[config.mk]
export PLATFORM = sky130hd
export DESIGN_NAME = gf_mul_seq
export DESIGN_NICKNAME = d
export VERILOG_FILES = /design/src/rtl/gf_mul_seq.sv
export SDC_FILE = /design/constraint.sdc
export NUM_CORES = 1
export LEC_CHECK = 0
export BUFFER_PORTS_ARGS = -buffer_cell sky130_fd_sc_hd__buf_2
export CORE_MARGIN = 2
export CORE_UTILIZATION = 30
export CTS_BUF_LIST = sky130_fd_sc_hd__clkbuf_8
export DETAILED_ROUTE_END_ITERATION = 6
export GPL_TIMING_DRIVEN = 0
export SETUP_SLACK_MARGIN = 0.15
export SYNTH_ARGS = -nofsm -noshare
export SYNTH_HDL_FRONTEND = slang
export SYNTH_SLANG_ARGS = --single-unit
export TNS_END_PERCENT = 30
[constraint.sdc]
create_clock -name clk -period 4.5 [get_ports clk]
set_input_delay 0.9 -clock clk [delete_from_list [all_inputs] [get_ports clk]]
set_output_delay 0.9 -clock clk [all_outputs]
set_load 0.05 [all_outputs]
[src/rtl/gf_mul_seq.sv]
// gf_mul_seq: bit-serial GF(2^M) multiplier, one b bit per cycle MSB first, valid/ready handshakes
module gf_mul_seq #(
    parameter int             M    = 8,
    parameter logic [M-1:0]   POLY = 8'h1D
) (
    input  logic         clk,
    input  logic         reset,
    input  logic         clear,
    input  logic         in_valid,
    output logic         in_ready,
    input  logic [M-1:0] a,
    input  logic [M-1:0] b,
    output logic         out_valid,
    input  logic         out_ready,
    output logic [M-1:0] c,
    output logic         busy
);
    localparam int CW = (M > 2) ? $clog2(M) : 1;

    typedef enum logic [1:0] {IDLE, RUN, DONE} state_t;

    state_t        state;
    logic [M-1:0]  acc, a_reg, b_reg, step;
    logic [CW-1:0] cnt;

    // Horner step: double the partial product, reduce, then add a if this b bit is set
    always_comb
        step = {acc[M-2:0], 1'b0} ^ (acc[M-1] ? POLY : '0) ^ (b_reg[cnt] ? a_reg : '0);

    always_ff @(posedge clk or negedge reset)
        if (!reset) begin
            state <= IDLE;
            acc   <= '0;
            cnt   <= '0;
            a_reg <= '0;
            b_reg <= '0;
        end else if (clear) begin
            state <= IDLE;
            cnt   <= '0;
        end else
            case (state)
                IDLE:
                    if (in_valid) begin
                        a_reg <= a;
                        b_reg <= b;
                        acc   <= '0;
                        cnt   <= CW'(M - 1);
                        state <= RUN;
                    end
                RUN: begin
                    acc <= step;
                    cnt <= cnt - 1'b1;
                    if (cnt == '0)
                        state <= DONE;
                end
                DONE:
                    if (out_ready)
                        state <= IDLE;
                default:
                    state <= IDLE;
            endcase

    assign in_ready  = (state == IDLE);
    assign out_valid = (state == DONE);
    assign busy      = (state != IDLE);
    assign c         = acc;
endmodule

==> results.json, run 1 <==
{
  "status": "completed",
  "dr_total_vias": 1117,
  "ant_nets": 0,
  "clk_pin_slew_ps": 60,
  "startpoint_type": "flop",
  "hp-start": "b_reg[3]",
  "cts_resized": 0,
  "fin_crit_sh_pct": 50.8,
  "cp.required_ps": 3600,
  "firstDrtPassIters": 4,
  "layout_commonest_cell": "buf_2",
  "routedWlPerCell_um": 13.6,
  "vias_per_cell": 5.08,
  "cts_root_buffer": "clkbuf_8",
  "yosysWarnings": 0,
  "synth_area_sq_um": 1420,
  "clkLatencyLatePin_ps": 290,
  "avgSynthCellArea_sq_um": 11.1,
  "post_cts_buffers": 0,
  "io_buffer_count": 31,
  "ff2ff_setup_slack_ps": 2600,
  "drtIter0Drc": 55,
  "grt_pass1_wl_mm": 5.14,
  "cp-end-kind": "output pin",
  "crit_type": "reg2out",
  "power_density_nw_per_um2": 567,
  "grt_overflow": 0,
  "min_period_ps": 2290,
  "leakagePower_nw": 0.813,
  "io_pins": 32,
  "r2r_start": "state[1]",
  "start_util_pct": 30.6,
  "yosysUniqueCellTypes": 31,
  "worstMarginPinSlew_ps": 651,
  "crit_arrival_ps": 1390,
  "fill_cells": 488,
  "hold_slack_ps": 491,
  "cts_buffer_depth": 2,
  "worstRegToRegCells": 4,
  "fp-row-count": 25,
  "whs_endpoint": "b_reg[3]",
  "setup_viol": 0,
  "hold_viol": 0,
  "synth_seq_area_share_pct": 51.1,
  "cts.sinks": 29,
  "htreeDepth": 2,
  "grt_usage_pct": 12.8,
  "slew_violations": 0,
  "rsz0062_at_grt": "false",
  "syn_nets": 151,
  "critPathMaxFanout": 7,
  "die_h_um": 72.8,
  "finalWirelength_mm": 3.00,
  "core_sq_um": 4630,
  "vdd.ir_drop.worst_v": 0.000204,
  "cap_violations": 0,
  "r2r_end": "b_reg[5]",
  "drc": 0,
  "fp.dieArea_sq_um": 5300,
  "synth_cells": 128,
  "ys_seq_elements": 29,
  "fmax_mhz": 437,
  "cts_hold_buffers": 0,
  "fin_tns_setup_ps": 0,
  "gp_congestion": 0.700,
  "drive_gt1_share_pct": 31.9,
  "dpl_cell_area_sq_um": 1640,
  "maxSlewHeadroom_pct": 56.6,
  "syn2layout_area_growth_pct": 21.8,
  "diodes": 0,
  "die_x_um": 72.8,
  "fin_nets": 189,
  "grt_pass1_vias": 1141,
  "stdcell_area_sq_um": 1730,
  "worstHoldPathType": "reg2reg",
  "grt_max_degree": 30,
  "min_path_cells": 1,
  "dp_hpwl_mm": 2.15,
  "cts_tree": "yes",
  "final_cell_mix": "buf_2 (33), dfrtp_1 (29), nand2_1 (14)",
  "cts_buffers": 5,
  "antenna_found_initial": 0,
  "fin_skew_ps": 2.98
}
[cells by family (layout without fill, tap and decap cells)]
family	after synthesis	after routing	synth area share [%]
fa+ha+maj	2	2	1.76
xor+xnor	3	3	1.85
flops	29	29	51.1
compound gates	28	28	13.7
buf+inv	15	53	4.14
simple gates	37	37	13.9
mux	14	14	13.5
[power by group]
part           internal, W  leakage (nW)  switching (W)
registers         0.000333         0.363      0.0000589
logic             0.000131         0.401       0.000239
clock network     0.000119        0.0485      0.0000993
[critical path, cell delays in order (launching register included)]
cell	delay (ps)
dfrtp_1	440
or2_2	350
inv_1	60
buf_2	250
[synth_stat cells]
| library cell | instances | area [sq um] |
|---|---|---|
| or2_2 | 1 | 6.26 |
| and2_1 | 1 | 6.26 |
| ha_1 | 2 | 25.0 |
| o21bai_1 | 1 | 7.51 |
| buf_1 | 1 | 3.75 |
| mux2_1 | 1 | 11.3 |
| nand2_1 | 14 | 52.6 |
| nor3_1 | 1 | 5.00 |
| a211oi_1 | 2 | 15.0 |
| o31ai_1 | 3 | 22.5 |
| nor3b_2 | 1 | 12.5 |
| dfrtp_1 | 29 | 726 |
| buf_2 | 2 | 10.0 |
| clkbuf_1 | 3 | 11.3 |
| a22oi_1 | 1 | 7.51 |
| o21ba_2 | 1 | 10.0 |
| nand4b_1 | 5 | 43.8 |
| nor2_1 | 7 | 26.3 |
| mux4_1 | 2 | 52.6 |
| nand3b_1 | 1 | 7.51 |
| o211ai_1 | 5 | 37.5 |
| mux2_2 | 10 | 113 |
| o21ai_1 | 1 | 5.00 |
| a32oi_1 | 5 | 43.8 |
| o21ai_0 | 6 | 30.0 |
| mux2_4 | 1 | 15.0 |
| xor2_1 | 3 | 26.3 |
| and3_1 | 3 | 18.8 |
| a21oi_1 | 3 | 15.0 |
| nor2b_1 | 3 | 18.8 |
| inv_1 | 9 | 33.8 |
[through the flow]
stage | setup slack [ps] | total power (W) | instances | util [%]
2_1_floorplan | 2390 | 0.000672 | 128 | -
3_3_place_gp | 2180 | 0.000761 | 213 | 35.5
3_5_place_dp | 2160 | 0.000770 | 213 | 35.5
4_1_cts | 2200 | 0.000994 | 220 | 37.3
5_1_grt | 2170 | 0.00104 | 220 | 37.3
6_report | 2210 | 0.000980 | 220 | 37.3
[layer usage]
metal	up-vias	global-route usage, %	part of all wire [%]
met5	-	0	0
met4	0	6.17	2.1
met3	6	4.28	6.8
met2	34	20.8	46
met1	545	15.2	45
li1	532	-	-
[cell type report]
class	instances	area, sq um	share of cell area (%)
Clock buffer	6	82.6	4.78
Inverter	9	33.8	1.96
Clock inverter	1	3.75	0.217
Tap cell	54	67.6	3.91
Multi-Input combinational cell	84	634	36.7
Buffer	6	25.0	1.45
Sequential cell	29	726	42.0
Timing Repair Buffer	31	155	8.98
[how the worst max path moves through the flow]
stage                        start        to  slack (ps)
after floorplan           state[1]  in_ready        2390
after global placement       clear      c[0]        2180
after detailed placement     clear      c[7]        2160
after CTS                 state[0]  in_ready        2200
after global routing      state[1]  in_ready        2170
final                     state[1]  in_ready        2210
Note: power is estimated with default switching activity, not from simulation.
==> run 2: changes to the inputs <==
==> constraint.sdc (replaced) <==
create_clock -name clk -period 2 [get_ports clk]
set_input_delay 0.4 -clock clk [delete_from_list [all_inputs] [get_ports clk]]
set_output_delay 0.4 -clock clk [all_outputs]
set_load 0.05 [all_outputs]
==> results.json, run 2 (same netlist as run 1, synthesis figures left out) <==
{
  "diodes": 0,
  "die_h_um": 72.8,
  "io_buffer_count": 31,
  "drive_gt1_share_pct": 32.9,
  "htreeDepth": 2,
  "multi_input_area_sq_um": 633,
  "power_density_nw_per_um2": 1250,
  "rsz0062_at_grt": "true",
  "layout_commonest_cell": "buf_2",
  "start_util_pct": 30.6,
  "total_power_w": 0.00215,
  "die_x_um": 72.8,
  "worstMarginPinSlew_ps": 640,
  "grt_usage_pct": 12.0,
  "dp_hpwl_mm": 2.06,
  "fin_tns_setup_ps": 0,
  "firstDrtPassIters": 4,
  "crit_type": "reg2reg",
  "vdd.ir_drop.worst_v": 0.000530,
  "crit_chain": "mux4_1 -> mux2_4 -> buf_4 -> nand4b_1 -> o211ai_1",
  "fmax_mhz": 558,
  "critPathSlowestCell": "mux4_1",
  "setup_viol": 0,
  "drtIter0Drc": 59,
  "worstHoldPathType": "in2async",
  "post_cts_buffers": 0,
  "fin_crit_sh_pct": 89.7,
  "hold_slack_ps": 147,
  "ant_nets": 0,
  "vias_per_cell": 4.91,
  "cts_buffer_depth": 2,
  "maxSlewHeadroom_pct": 57.3,
  "ff2ff_setup_slack_ps": 210,
  "cp_top_family": "multiplexers",
  "grt_overflow": 0,
  "cts_root_buffer": "clkbuf_8",
  "cts_buffers": 5,
  "crit_arrival_ps": 1940,
  "syn2layout_area_growth_pct": 21.8,
  "finalWirelength_mm": 2.81,
  "gp_congestion": 0.700,
  "grt_pass1_wl_mm": 5.00,
  "slew_violations": 0,
  "cts.sinks": 29,
  "min_period_ps": 1790,
  "grt_pass1_vias": 1059,
  "worst-path-stages": 5,
  "hold_viol": 0,
  "core_sq_um": 4630,
  "fp.dieArea_sq_um": 5300,
  "drc": 0,
  "critPathMaxFanout": 10,
  "max_stage_delay_ps": 560,
  "routedWlPerCell_um": 12.7,
  "final_cell_mix": "buf_2 (31), dfrtp_1 (29), nand2_1 (14)",
  "grt_max_degree": 30,
  "regArea_sq_um": 726,
  "startpoint_type": "flop",
  "leakagePower_nw": 0.820,
  "fp-row-count": 25,
  "io_pins": 32,
  "cap_violations": 0,
  "fill_cells": 471,
  "clk_pin_slew_ps": 60,
  "cp.required_ps": 2140,
  "fin_skew_ps": 4.83,
  "cts_hold_buffers": 0,
  "critPathBufInv": 1,
  "dr_total_vias": 1086,
  "cts_tree": "yes",
  "worstRegToRegCells": 5,
  "cp-end-kind": "flop",
  "fin_nets": 189,
  "status": "completed",
  "clkLatencyLatePin_ps": 270,
  "antenna_found_initial": 0
}
## run 2: cell type report
cell class / instances / share of cell area [%]
clock inverters: 3 / 0.652
plain buffers: 6 / 1.88
inverters: 9 / 1.96
flip-flops and latches: 29 / 42.0
repair buffers: 31 / 8.98
well taps: 54 / 3.91
multi-input cells: 84 / 36.6
clock buffers: 5 / 3.98
## run 2: worst register-to-register path: stages, from the launching register on
cell and delay [ps]:
dfrtp_1 430, mux4_1 560, mux2_4 310, buf_4 180, nand4b_1 100, o211ai_1 90
## run 2: metrics by stage
step / area [sq um] / cells / util [%] / worst slack [ps]
after floorplan: 1420 / 128 / - / 264
after global placement: 1640 / 213 / 35.5 / 146
after detailed placement: 1640 / 213 / 35.5 / 130
after CTS: 1730 / 221 / 37.3 / 169
after global routing: 1730 / 221 / 37.3 / 121
final: 1730 / 221 / 37.3 / 207
## run 2: final timing paths
path,startpoint,end
setup reg to reg,cnt[0],c[7]
min in group clk,a[1],a_reg[1]
hold / removal,reset,c[6]
hold reg to reg,b_reg[1],b_reg[1]
max in group asynchronous,reset,a_reg[3]
setup / recovery,cnt[0],c[7]
## run 2: routing by layer
| metal | GRT usage, % | part of all wire, % | vias to the layer above |
|---|---|---|---|
| met5 | 0 | 0 | - |
| met4 | 2.47 | 0.28 | 0 |
| met3 | 4.56 | 6.1 | 2 |
| met2 | 18.1 | 46 | 30 |
| met1 | 16.6 | 47 | 515 |
| li1 | - | - | 539 |
## run 2: timing repair
| action | CTS | global route |
|---|---|---|
| setup endpoints to repair | 9 | 21 |
| resized for setup | 1 | 7 |
| endpoints found under the hold margin | 0 | 0 |
## run 2: power by group
| group | leakage (nW) | internal [W] | switching (W) |
|---|---|---|---|
| logic | 0.405 | 0.000306 | 0.000535 |
| registers | 0.363 | 0.000749 | 0.000131 |
| clock network | 0.0519 | 0.000231 | 0.000202 |
| total | 0.820 | 0.00129 | 0.000867 |
